**src/rtl/dmem_bus_bridge.sv**
```systemverilog
// -----------------------------------------------------------------------------
// dmem_bus_bridge
//
// Data-side bridge between the MiniMIPS32 data port and up to 16 synchronous
// memory-mapped slaves. A 4-bit region field of the CPU byte address selects
// one slave channel. Writes are posted in a single cycle. Reads are answered
// RD_LAT cycles after acceptance. When RD_LAT > 1 the CPU is held with
// 'stall' until the last wait cycle.
//
// Optional feature (macro DMEM_BUS_ERR_EN): adds bus_err / err_addr reporting
// of accesses to unmapped regions. When the macro is undefined, those ports
// are absent. Unmapped writes are then dropped and unmapped reads return 0.
//
// Parameters
//   NUM_SLV  number of slave channels (1..16)
//   RD_LAT   slave read latency in cycles (1..4)
//   SEL_LSB  LSB of region field daddr[SEL_LSB+3:SEL_LSB]
//   AW_SLV   slave word-address width, s_addr = daddr[AW_SLV+1:2]
//
// Ports
//   cpu_clk_50M  in   clock, rising edge
//   cpu_rst_n    in   asynchronous active-low reset
//   dce          in   CPU data access enable
//   daddr        in   CPU byte address
//   we           in   CPU byte write enables (0 = read)
//   din          in   CPU write data
//   dm           out  read data to CPU (0 outside the response cycle)
//   stall        out  CPU hold request (combinational)
//   s_ce         out  per-slave enable, one-hot or zero
//   s_we         out  per-slave byte enables, slave i at [4i+3:4i]
//   s_addr       out  shared slave word address
//   s_din        out  shared slave write data
//   s_dout       in   slave read data, slave i at [32i+31:32i]
//   bus_err      out  (DMEM_BUS_ERR_EN) one-cycle unmapped-access pulse
//   err_addr     out  (DMEM_BUS_ERR_EN) address of the last unmapped access
// -----------------------------------------------------------------------------
module dmem_bus_bridge #(
  parameter int NUM_SLV = 2,
  parameter int RD_LAT  = 1,
  parameter int SEL_LSB = 28,
  parameter int AW_SLV  = 11
) (
  input  logic                    cpu_clk_50M,
  input  logic                    cpu_rst_n,
  input  logic                    dce,
  input  logic [31:0]             daddr,
  input  logic [3:0]              we,
  input  logic [31:0]             din,
  output logic [31:0]             dm,
  output logic                    stall,
  output logic [NUM_SLV-1:0]      s_ce,
  output logic [4*NUM_SLV-1:0]    s_we,
  output logic [AW_SLV-1:0]       s_addr,
  output logic [31:0]             s_din,
  input  logic [32*NUM_SLV-1:0]   s_dout
`ifdef DMEM_BUS_ERR_EN
  ,
  output logic                    bus_err,
  output logic [31:0]             err_addr
`endif
);

  typedef enum logic {IDLE, WAIT} state_t;

  // Last wait-cycle count. Only meaningful when RD_LAT > 1.
  localparam logic [1:0] CNT_LAST = 2'(RD_LAT - 1);

  state_t     state_reg, state_next;
  logic [1:0] cnt_reg, cnt_next;
  logic [3:0] idx_q;
  logic       rmap_q;     // the read in flight targeted a mapped region
  logic       rpend_q;    // a multi-cycle read is waiting for its data
  logic       rvalid_q;   // this cycle is the response cycle of a read
  logic       resp_next;

  logic [3:0] idx;
  logic       mapped;
  logic       accept;
  logic       rd_acc;
  logic       unused_bits;

  assign idx    = daddr[SEL_LSB+3:SEL_LSB];
  assign mapped = (32'(idx) < NUM_SLV);

  // Reset gates acceptance so that a read held on the bus during reset
  // neither enables a slave nor raises stall.
  assign accept = cpu_rst_n && dce && (state_reg == IDLE);
  assign rd_acc = accept && (we == 4'b0);

  assign s_addr = daddr[AW_SLV+1:2];
  assign s_din  = din;

  // Only the region field and word address are decoded. The rest of daddr
  // is deliberately ignored.
  assign unused_bits = ^daddr;

  for (genvar gi = 0; gi < NUM_SLV; gi++) begin : g_chan
    assign s_ce[gi]         = accept && mapped && (idx == 4'(gi));
    assign s_we[4*gi +: 4]  = s_ce[gi] ? we : 4'b0;
  end

  // Response mux. idx_q is captured at acceptance, so a new request issued
  // in the response cycle cannot disturb the data being returned.
  always_comb begin
    dm = '0;
    for (int i = 0; i < NUM_SLV; i++) begin
      if (rvalid_q && rmap_q && (idx_q == 4'(i))) begin
        dm = s_dout[32*i +: 32];
      end
    end
  end

  // Next-state / stall logic.
  always_comb begin
    state_next = state_reg;
    cnt_next   = cnt_reg;
    stall      = 1'b0;
    resp_next  = 1'b0;
    case (state_reg)
      IDLE: begin
        if (rd_acc) begin
          if (RD_LAT == 1) begin
            resp_next = 1'b1;
          end else begin
            stall      = 1'b1;
            state_next = WAIT;
            cnt_next   = 2'd1;
          end
        end
      end
      WAIT: begin
        if (cnt_reg == CNT_LAST) begin
          // Release the CPU one cycle before the data shows up on dm.
          state_next = IDLE;
          cnt_next   = 2'd0;
          resp_next  = rpend_q;
        end else begin
          stall    = 1'b1;
          cnt_next = cnt_reg + 2'd1;
        end
      end
      default: begin
        state_next = IDLE;
        cnt_next   = 2'd0;
      end
    endcase
  end

  always_ff @(posedge cpu_clk_50M or negedge cpu_rst_n) begin
    if (!cpu_rst_n) begin
      state_reg <= IDLE;
      cnt_reg   <= 2'd0;
      idx_q     <= 4'd0;
      rmap_q    <= 1'b0;
      rpend_q   <= 1'b0;
      rvalid_q  <= 1'b0;
    end else begin
      state_reg <= state_next;
      cnt_reg   <= cnt_next;
      rvalid_q  <= resp_next;
      if (rd_acc) begin
        idx_q   <= idx;
        rmap_q  <= mapped;
        rpend_q <= (RD_LAT > 1);
      end else if (resp_next) begin
        rpend_q <= 1'b0;
      end
    end
  end

`ifdef DMEM_BUS_ERR_EN
  logic werr_q;

  // Write errors surface the cycle after acceptance. Read errors surface
  // with the (zero) read data in the response cycle.
  assign bus_err = werr_q || (rvalid_q && !rmap_q);

  always_ff @(posedge cpu_clk_50M or negedge cpu_rst_n) begin
    if (!cpu_rst_n) begin
      werr_q   <= 1'b0;
      err_addr <= 32'h0;
    end else begin
      werr_q <= accept && !mapped && (we != 4'b0);
      if (accept && !mapped) begin
        err_addr <= daddr;
      end
    end
  end
`endif

endmodule

```
**config.mk**
```make
export PLATFORM = sky130hd
export DESIGN_NAME = dmem_bus_bridge
export DESIGN_NICKNAME = d
export VERILOG_FILES = /design/src/rtl/dmem_bus_bridge.sv
export SDC_FILE = /design/constraint.sdc
export NUM_CORES = 1
export LEC_CHECK = 0
export BUFFER_PORTS_ARGS = -buffer_cell sky130_fd_sc_hd__buf_4
export CORE_AREA = 4 4 82 84
export DETAILED_ROUTE_END_ITERATION = 6
export DIE_AREA = 0 0 86 88
export PLACE_DENSITY = 0.64
export RECOVER_POWER = 100
export SYNTH_ARGS = -nofsm -noshare
export SYNTH_HDL_FRONTEND = slang
export SYNTH_SLANG_ARGS = --single-unit
export TNS_END_PERCENT = 5
```
**constraint.sdc**
```tcl
create_clock -name cpu_clk_50M -period 1.93 [get_ports cpu_clk_50M]
set_input_delay 0.193 -clock cpu_clk_50M [delete_from_list [all_inputs] [get_ports cpu_clk_50M]]
set_output_delay 0.193 -clock cpu_clk_50M [all_outputs]
set_load 0.03 [all_outputs]
```
==> metrics.yaml <==
maxCapViolations: 0
dr.pass1.iters: 4
leakage_nw: 1.03
cts_root_buf: "clkbuf_8"
hpwl_mm: 3.33
gr-usage-all-layers_pct: 9.70
critPathLaunchType: "register"
core_um2: 5920
cts_tree: "yes"
die_x_um: 86
setup_viol: 0
reg2reg_from: "state_reg"
h-tree-depth: 1
swShare_pct: 29.4
grt_max_degree: 33
hp-start: "daddr[30]"
post-cts-setup-buffers: 0
synth.cell_area_um2: 1310
reg2reg_depth: 3
seq_area_frac_synth_pct: 17.2
wl_mm: 4.39
grt_pass1_wl_mm: 5.99
rsz0062_at_grt: "yes"
diodes: 0
clk_pin_slew_worst_paths_ns: 0.04
power_density_nw_per_um2: 412
slew_headroom_pct: 74.9
synth_most_common_cell: "buf_4"
nets: 370
ys_top_cells_by_count: "buf_4, mux2i_1, nor2_1, dfrtp_1, and2_1"
grt_overflow_total: 0
holdPathEnd: "idx_q[2]"
drv_slew: 0
syn2layout_area_growth_pct: 49.3
hold_depth: 2
synth_enable_flop_cells: 0
reg2reg_slack_ns: 0.56
drtIter0Drc: 12
dieArea_um2: 7570
p_comb_share_pct: 44.3
wire_per_inst_um: 14.3
tightest_slew_ns: 0.378
required_ns: 1.74
start_util_pct: 22.1
numCtsBuffers: 3
crit_path_max_fanout: 16
antenna_found_initial: 0
grt_pass1_vias: 1251
max_clock_freq_mhz: 539
synth_cell_type_count: 21
synth_nets: 295
via_per_inst: 4.15
n_fill_cell: 640
p_int_w: 0.000567
max_stage_delay_ns: 0.70
io_buffers: 117
cp_cell_sequence: "or4_4 -> nor2_1 -> buf_4"
clock_path_buffers: 2
ant_nets: 0
syn_inst: 158
synthArstFlopShare_pct: 100
min_period_over_period_pct: 96.2
largest_reg_flops: 4
crit_family: "simple AND/OR/NAND/NOR gates"
postSynthAreaPerCell_um2: 8.28
cp_num_buf_inv: 1
yosysTopAreaCellShare_pct: 25.3
gp_congestion: 0.701
dr_total_vias: 1273
insertion_delay_ns: 0.23
p_sw_w: 0.000236
cp_slowest_cell: "or4_4"
seqPwrFrac_pct: 29.1
cts_sinks: 9
yosys_warnings: 0
status: "completed"
hold_viol: 0
end_kind: "output port"
synth_ff_type: "dfrtp_1"
dpl_cell_area_um2: 1900
layout-drive-gt1-share_pct: 57.3
synth_area_leaders: "mux2i_1, buf_4, dfrtp_1"
yosysTopAreaCell: "mux2i_1"
ys_ff_latch: 9
cp.arrival_ns: 1.66
r2r-end: "idx_q[0]"
power_frac_clock_pct: 26.6
rows: 28
drc: 0
io_pins: 221
crit_type: "register to output port"
min_period_ns: 1.86
ir_drop_mv: 0.370
clock_skew_ns: 0.000782
fin_setup_tns_ns: 0
hold_class: "input port to register"
design_area_um2: 1950
fp.dieH_um: 88
## logic make-up (layout without fill, tap and decap cells)
group,count (synthesis),after routing,synth area share (%)
buffers and inverters,57,129,31.5
AOI/OAI and AO/OA,2,2,0.766
muxes,37,37,28.7
DFF,9,9,17.2
and+or+nand+nor,51,53,19.9
adders and majority gates,2,2,1.91
## cell usage in the layout (no fill, tap or decap)
master / Yosys / routed
and2_0: 0 / 7
dfrtp_1: 9 / 8
nand3b_4: 1 / 1
inv_1: 5 / 5
clkbuf_1: 0 / 2
or3_1: 1 / 1
nor4_1: 1 / 1
nor2_2: 1 / 2
or4_4: 1 / 3
o21ai_0: 2 / 2
nand2b_1: 1 / 1
mux2_1: 1 / 1
clkbuf_2: 0 / 2
mux2_2: 3 / 3
buf_4: 43 / 107
and2_1: 8 / 1
ha_1: 2 / 2
nor2_1: 31 / 30
dlygate4sd3_1: 0 / 1
mux2i_1: 33 / 33
nor3_2: 2 / 2
clkbuf_8: 0 / 3
buf_2: 5 / 9
dfrtp_2: 0 / 1
nand2_1: 3 / 3
nor2b_1: 1 / 1
## worst max path at each step
stage,start,to,cells after the start
6_report,idx_q[1],dm[25],3
5_1_grt,rmap_q,dm[21],4
4_1_cts,idx_q[1],dm[27],3
3_5_place_dp,idx_q[1],dm[21],3
3_3_place_gp,idx_q[1],dm[7],3
2_1_floorplan,idx_q[1],dm[10],4
## per-stage QoR
stage                     power, W  hold slack, ns  utilization [%]  setup WS (ns)  cells
after detailed placement  0.000585          0.0336             32.1          0.278    300
after global placement    0.000576          0.0333             32.1          0.291    300
after CTS                 0.000802           0.207             33.1         0.0336    305
final                     0.000803           0.207             33.0         0.0737    307
after global routing      0.000860           0.206             33.0        -0.0293    307
after floorplan           0.000596          -0.103                -          0.177    158
## per-layer routing
metal / share of wire [%] / GRT usage (%) / vias up
met4: 2.3 / 4.03 / 0
met5: 0 / 0 / -
met1: 35 / 11.0 / 551
met2: 50 / 16.3 / 82
met3: 12 / 3.76 / 16
li1: - / - / 624
## power by group through the flow
stage	Combinational, W	Clock [W]	Sequential [W]
after CTS	0.000363	0.000217	0.000223
after detailed placement	0.000360	0	0.000226
final	0.000356	0.000214	0.000233
after floorplan	0.000375	0	0.000220
after global placement	0.000352	0	0.000224
after global routing	0.000391	0.000233	0.000236
## worst register-to-register path, cell delays in order, from the launching register on
cell	delay, ns
dfrtp_1	0.42
nand3b_4	0.19
nand2b_1	0.27
mux2_1	0.36
## what timing repair did
item / in CTS / in global routing
endpoints found under the setup margin: 0 / 32
hold buffers: 1 / 0
gates resized for setup: 0 / 3
endpoints found under the hold margin: 9 / 0
## area by class of cell
cell class | count | area [um2] | area share, %
Sequential cell | 9 | 226 | 11.6
Clock buffer | 4 | 45.0 | 2.31
Multi-Input combinational cell | 94 | 696 | 35.6
Inverter | 5 | 18.8 | 0.962
Tap cell | 75 | 93.8 | 4.81
Timing Repair Buffer | 120 | 872 | 44.7
(Power assumes the default switching activity.)
